[src/rtl/stopwatch_pkg.sv]
// Shared definitions for the stopwatch: mode encoding and divider terminal counts.
// The divider imports the same terminal counts so both sides agree on the tick cycle.
package stopwatch_pkg;

  typedef enum logic [1:0] {
    PAUSED = 2'b00,
    RUN    = 2'b01,
    ADJUST = 2'b10
  } state_t;

  localparam int CNT1_W   = 27;
  localparam int CNTADJ_W = 26;

  localparam logic [CNT1_W-1:0]   ONE_HZ_TERM_DEF = 27'd99_999_999;
  localparam logic [CNTADJ_W-1:0] ADJ_TERM_DEF    = 26'd19_999_999;

  // The ones digit wraps on 9 and the tens digit on 5, so a field reads 00..59.
  localparam logic [3:0] ONES_MAX = 4'd9;
  localparam logic [3:0] TENS_MAX = 4'd5;

  function automatic logic at_max(input logic [3:0] tens, input logic [3:0] ones);
    return (tens == TENS_MAX) && (ones == ONES_MAX);
  endfunction

endpackage

[src/rtl/bcd60_counter.sv]
// Two-digit BCD counter that runs 00..59 and wraps; used for both seconds and minutes.
// carry flags the increment that wraps 59 back to 00.
module bcd60_counter
  import stopwatch_pkg::*;
(
  input  logic       clk,
  input  logic       rst,
  input  logic       inc,
  input  logic       clr,
  output logic [3:0] tens,
  output logic [3:0] ones,
  output logic       carry
);

  logic [3:0] tens_q;
  logic [3:0] ones_q;

  // Out-of-range digits are treated as terminal so they can never persist.
  always_ff @(posedge clk) begin
    if (rst || clr) begin
      tens_q <= 4'd0;
      ones_q <= 4'd0;
    end else if (inc) begin
      if (ones_q >= ONES_MAX) begin
        ones_q <= 4'd0;
        if (tens_q >= TENS_MAX) begin
          tens_q <= 4'd0;
        end else begin
          tens_q <= tens_q + 4'd1;
        end
      end else begin
        ones_q <= ones_q + 4'd1;
      end
    end
  end

  assign carry = inc && at_max(tens_q, ones_q);
  assign tens  = tens_q;
  assign ones  = ones_q;

endmodule

[src/rtl/stopwatch_core.sv]
// Stopwatch time-keeping core: tick decode, run/pause/adjust mode FSM and the MM:SS
// BCD counters that feed the seven-segment driver.
module stopwatch_core
  import stopwatch_pkg::*;
#(
  parameter logic [CNT1_W-1:0]   ONE_HZ_TERM = ONE_HZ_TERM_DEF,
  parameter logic [CNTADJ_W-1:0] ADJ_TERM    = ADJ_TERM_DEF
) (
  input  logic                clk,
  input  logic                rst,
  input  logic [CNT1_W-1:0]   cnt1,
  input  logic [CNTADJ_W-1:0] cntadj,
  input  logic                pause_p,
  input  logic                clr_p,
  input  logic                adj,
  input  logic                sel,
  output logic [3:0]          min_t,
  output logic [3:0]          min_o,
  output logic [3:0]          sec_t,
  output logic [3:0]          sec_o,
  output logic [1:0]          state
);

  state_t state_q;
  state_t state_d;

  logic tick1;
  logic tickadj;
  logic sec_inc;
  logic min_inc;
  logic sec_carry;
  logic min_carry_unused;

  // The divider holds each terminal value for exactly one cycle, so a plain compare is the tick.
  assign tick1   = (cnt1 == ONE_HZ_TERM);
  assign tickadj = (cntadj == ADJ_TERM);

  always_ff @(posedge clk) begin
    if (rst) begin
      state_q <= PAUSED;
    end else begin
      state_q <= state_d;
    end
  end

  // Leaving ADJUST always lands in PAUSED so a released adj never starts the clock by itself.
  always_comb begin
    state_d = state_q;
    if (adj) begin
      state_d = ADJUST;
    end else begin
      case (state_q)
        PAUSED:  if (pause_p) state_d = RUN;
        RUN:     if (pause_p) state_d = PAUSED;
        ADJUST:  state_d = PAUSED;
        default: state_d = PAUSED;
      endcase
    end
  end

  // Increments follow the mode held at the start of the cycle, not the one being entered.
  always_comb begin
    sec_inc = 1'b0;
    min_inc = 1'b0;
    case (state_q)
      RUN: begin
        sec_inc = tick1;
        min_inc = sec_carry;
      end
      ADJUST: begin
        sec_inc = tickadj & sel;
        min_inc = tickadj & ~sel;
      end
      default: begin
        sec_inc = 1'b0;
        min_inc = 1'b0;
      end
    endcase
  end

  bcd60_counter u_sec (
    .clk   (clk),
    .rst   (rst),
    .inc   (sec_inc),
    .clr   (clr_p),
    .tens  (sec_t),
    .ones  (sec_o),
    .carry (sec_carry)
  );

  bcd60_counter u_min (
    .clk   (clk),
    .rst   (rst),
    .inc   (min_inc),
    .clr   (clr_p),
    .tens  (min_t),
    .ones  (min_o),
    .carry (min_carry_unused)
  );

  assign state = state_q;

endmodule

[config.mk]
export PLATFORM = sky130hd
export DESIGN_NAME = stopwatch_core
export DESIGN_NICKNAME = d
export VERILOG_FILES = /design/src/rtl/stopwatch_pkg.sv /design/src/rtl/bcd60_counter.sv /design/src/rtl/stopwatch_core.sv
export SDC_FILE = /design/constraint.sdc
export NUM_CORES = 1
export LEC_CHECK = 0
export ABC_CLOCK_PERIOD_IN_PS = 3500
export CAP_MARGIN = 20
export CORE_MARGIN = 4
export CORE_UTILIZATION = 33
export DETAILED_ROUTE_END_ITERATION = 12
export GPL_TIMING_DRIVEN = 0
export HOLD_SLACK_MARGIN = 0.02
export PLACE_DENSITY = 0.84
export SETUP_SLACK_MARGIN = 0.05
export SYNTH_ARGS = -nofsm -noshare
export SYNTH_HDL_FRONTEND = slang
export SYNTH_HIERARCHICAL = 1
export SYNTH_SLANG_ARGS = --single-unit
[constraint.sdc]
create_clock -name clk -period 3.5 [get_ports clk]
set_input_delay 0.7 -clock clk [delete_from_list [all_inputs] [get_ports clk]]
set_output_delay 0.7 -clock clk [all_outputs]
set_load 0.1 [all_outputs]
Word level (Yosys, flattened, before mapping)
Index checks and enable logic that the tools add are counted.

Flip-flop bits (word level): 18. Latch bits: 0. Memory bits (writable): 0. ROM bits: 0. Memories kept: 0.

$add $sub $neg: 4. $mul: 0. Divide/modulo/power cells: 0. Magnitude comparators: 4. Eq/ne operators: 10. Shift operators: 0. Muxes and demuxes: 10. Bitwise gates (word level): 3. Reductions and logical operators: 9.

Operators by type and width (count): 27-bit == test, second input constant (1); 26-bit by 25-bit == test with 1-bit output, second input constant (1); 4-bit by 1-bit adder with 4-bit output, second input constant (4); 4-bit two-way mux (4); 4-bit by 3-bit greater-or-equal comparator with 1-bit output, second input constant (2); 4-bit greater-or-equal comparator, second input constant (2); 2-bit AND reduction (4); 2-bit two-way mux (3); 3-bit inequality test, second input constant (2); 4-bit by 3-bit == test with 1-bit output, second input constant (1); 4-bit == test, second input constant (1); 2-bit inequality test, second input constant (2); 1-bit one-hot mux with 2 select lines (2); 2-bit one-hot mux with 2 select lines (1); 1-bit bitwise AND (2); 2-bit by 1-bit == test with 1-bit output, second input constant (1); 2-bit == test, second input constant (1); 1-bit logical AND (2); 2-bit zero test (1); 2-bit OR reduction (1); 1-bit logical OR (1); 1-bit NOT (1).

Logic depth before layout (Yosys ltp)
Depth in word-level cells: 6. Gate-level depth with buffers: 13.

By module
Netlist, hierarchy kept.

By module, submodules not included: bcd60_counter (times used 2, cells each 51, area an instance 481.7 um^2, sequential area each 160.2 um^2); stopwatch_core (times used 1, cells each 38, area an instance 297.8 um^2, sequential area each 40.0 um^2).

Worst setup path before layout
Ideal clock, no wire load.

Path type: reg-to-reg. Start: register state_q[0] (netlist: state[0]). End: register u_min.tens_q[3] (netlist: u_min/tens[3]). Library setup time: 0.070 ns. Arrival time: 4.061 ns. Data required time: 3.430 ns. Setup slack: -0.631 ns. Stages on the path, launching flop included: 13. Period minus slack after synthesis: 4.131 ns. Cells stage by stage: dfxtp_1 > inv_1 > ha_1 > nand4_1 > or4_1 > o22ai_1 > nand2_2 > nor4_1 > a32oi_1 > nor2b_1 > nand2_2 > or4b_1 > a21boi_1.

Word-level cells in the longest chain between the ends: 5. Elaborated cells on any way between the ends: 6. Classes of those cells: eq/ne: 2; mux: 2; reduce/logical: 2.

RTL lines: start: declaration (RTL line stopwatch_core.sv:24) `state_t state_q;`; start signal: assignment (RTL line stopwatch_core.sv:42) `state_q <= state_d;`; 2-bit == test or 2-bit by 1-bit == test with 1-bit output (tied branches) (RTL line stopwatch_core.sv:65) `case (state_q)`; 1-bit one-hot mux with 2 select lines (*) (RTL line stopwatch_core.sv:65); via sec_inc (RTL line stopwatch_core.sv:29) `logic sec_inc;`; 1-bit logical AND (*) (RTL line bcd60_counter.sv:37) `assign carry = inc && at_max(tens_q, ones_q);`; via sec_carry (RTL line stopwatch_core.sv:31) `logic sec_carry;`; 1-bit one-hot mux with 2 select lines (*) (RTL line stopwatch_core.sv:65); via min_inc (RTL line stopwatch_core.sv:30) `logic min_inc;`; 2-bit AND reduction (no source line) (*); end signal: assignment (RTL line bcd60_counter.sv:29) `tens_q <= tens_q + 4'd1;`; end: declaration (RTL line bcd60_counter.sv:15) `logic [3:0] tens_q;`.

The timed path passes the listed nets; every way through them passes the cells marked *. A chain may end at the register's enable or synchronous reset.

Worst setup path in the final report
Start: input cntadj[9]. End: register u_min.tens_q[3] (netlist: u_min/tens[3]).

Word-level cells in the longest chain between the ends: 6. Elaborated cells on any way between the ends: 7. Classes of those cells: eq/ne: 1; mux: 2; bitwise: 2; reduce/logical: 2.

RTL lines: start: declaration (RTL line stopwatch_core.sv:12) `input logic [CNTADJ_W-1:0] cntadj,`; 26-bit by 25-bit == test with 1-bit output (RTL line stopwatch_core.sv:36) `assign tickadj = (cntadj == ADJ_TERM);`; 1-bit bitwise AND (RTL line stopwatch_core.sv:71) `sec_inc = tickadj & sel;`; 1-bit one-hot mux with 2 select lines (RTL line stopwatch_core.sv:65); via sec_inc (RTL line stopwatch_core.sv:29); 1-bit logical AND (RTL line bcd60_counter.sv:37); via sec_carry (RTL line stopwatch_core.sv:31); 1-bit one-hot mux with 2 select lines (RTL line stopwatch_core.sv:65); via min_inc (RTL line stopwatch_core.sv:30); 2-bit AND reduction (no source line).

The timed path passes the listed nets, and every way through them passes these cells.

==> impl_metrics.tcl <==
set metrics [dict create \
    outcome "completed" \
    dieArea_sq_um 4827 \
    syn_area_sq_um 1247 \
    switchingPower_mw 0.1084 \
    p_per_area_nw_per_um2 213.3 \
    cts.reportedPaths.clkPinSlew_ns 0.07 \
    p_clk_share_pct 36.4 \
    placed_area_sq_um 2085 \
    rows 22 \
    nets 301 \
    numCtsBuffers 3 \
    viasPerCell 5.015 \
    grt_use_total_pct 14.89 \
    multiInputGateArea_sq_um 895.9 \
    ir_drop_mv 0.1817 \
    antenna_found_initial 0 \
    dr_total_vias 1374 \
    routedWlPerCell_um 13.58 \
    postSynthCellCount 138 \
    hold_class "reg -> reg" \
    n_fill_cell 305 \
    grt.overflow.total 0 \
    period_needed_ns 3.290 \
    clock-sinks 18 \
    ys_warn_count 6 \
    postSynthAreaPerCell_sq_um 9.039 \
    grt_max_degree 11 \
    drc 0 \
    first_global_vias 1323 \
    crit_type "in -> reg" \
    swShare_pct 22.56 \
    die_y_um 69.48 \
    ant_nets 0 \
    critPathLaunchType "input port" \
    worstMarginPinSlew_ns 0.9760 \
    layout_common_cells "76 x clkdlybuf4s50_1, 16 x dfxtp_1, 15 x ha_1" \
    maxSlewHeadroom_pct 34.73 \
    slew_violations 0 \
    power.internal_mw 0.3720 \
    port-buffer-count 76 \
    hold-worst-slack_ns 0.5336 \
    start_util_pct 34.07 \
    core_sq_um 3661 \
    p_leak_nw 0.7850 \
    gp_congestion 0.8000 \
    final_common_cell "clkdlybuf4s50_1" \
    grt_pass1_wl_um 5968 \
    fmax_mhz 304.0 \
    dr.pass1.iters 4 \
    pwr-share-comb_pct 20.6 \
    cp.arrival_ns 3.48 \
    first_iter_violations 33 \
    worstPathMaxFanout 6 \
    htree_levels 1 \
    routed_wl_um 3722 \
    cts_tree "yes" \
    critPathCaptureType "flip-flop" \
    place_hpwl_um 3005 \
    required_ns 3.69 \
    cts_max_path_buffers 2 \
    power_frac_seq_pct 42.9 \
    clockRootBuffer "clkbuf_8" \
    synth.net_count 212 \
    rsz0062_at_grt "false" \
    timing.final.crit_share_pct 93.99 \
    max-cap-violations 0 \
    area_growth_pct 80.54 \
    postCtsHoldBufs 0 \
    die_x_um 69.48 \
    antenna-diode-count 0 \
    setup_violations 0 \
    regArea_sq_um 367.9 \
    drive_gt1_share_pct 12.39 \
    clkLatencyLatePin_ns 0.26 \
    fin_area_sq_um 2252 \
    skew_ns 0.003007 \
    p_total_mw 0.4803 \
    io-pin-count 77 \
    hold_violations 0 \
]
## stage by stage
step / instances / util, % / TNS (ns) / setup WS [ns]
floorplan: 138 / - / 0 / 0.1040
global placement: 262 / 56.94 / -3.374 / -0.5181
detailed placement: 262 / 56.94 / -4.109 / -0.6104
CTS: 268 / 59.40 / 0 / 0.07640
global route: 274 / 61.52 / 0 / 0.03952
finish: 274 / 61.52 / 0 / 0.2103
## final cells by class
type                            count  share of cell area [%]
Sequential cell                    18                   16.33
Inverter                           14                   2.333
Tap cell                           48                   2.667
Multi-Input combinational cell    106                   39.78
Timing Repair Buffer               84                   36.44
Clock buffer                        4                   2.444
## per-layer routing
metal	global-route usage, %	up-vias	share of wire [%]
met3	5.507	4	6.7
met5	0	-	0
met1	17.56	630	44
met2	25.85	44	49
met4	2.820	0	0.70
li1	-	696	-
## sequential cells by signal, summed over array words and instances (netlist names)
signal / flops
state: 2
u_min/ones: 4
u_min/tens: 4
u_sec/ones: 4
u_sec/tens: 4
## path summary, 6_finish.rpt
kind,startpoint,end,slack (ns),cells after the start
worst max-delay path,cntadj[9],u_min/tens[3],0.21,12
worst min-delay path,state[1],state[1],0.53,2
worst max register to register,state[0],u_min/tens[3],0.41,12
worst min register to register,state[1],state[1],0.53,2
## critical path, cell delays in order
cell and delay [ns]:
clkdlybuf4s50_1 0.39, nand4b_1 0.23, nor4_4 0.33, nand4_1 0.20, o22ai_4 0.22, nand2_4 0.10, nor4_4 0.21, a32oi_1 0.09
nor2b_2 0.18, nand2_2 0.11, or4b_1 0.54, a21boi_1 0.16
## what timing repair did
item                                    CTS  global route
pin swaps                                 1             5
gates cloned                              0             0
gates resized for setup                   3             5
setup buffers                             2             6
endpoints found under the setup margin    8             7
## power groups by stage
| stage | Combinational [mW] | Clock, mW | Sequential, mW |
|---|---|---|---|
| floorplan | 0.0156 | 0 | 0.220 |
| global placement | 0.0958 | 0 | 0.211 |
| detailed placement | 0.0975 | 0 | 0.211 |
| CTS | 0.0983 | 0.178 | 0.206 |
| global route | 0.105 | 0.188 | 0.207 |
| finish | 0.0990 | 0.175 | 0.206 |
Power figures use the tool's default switching activity.
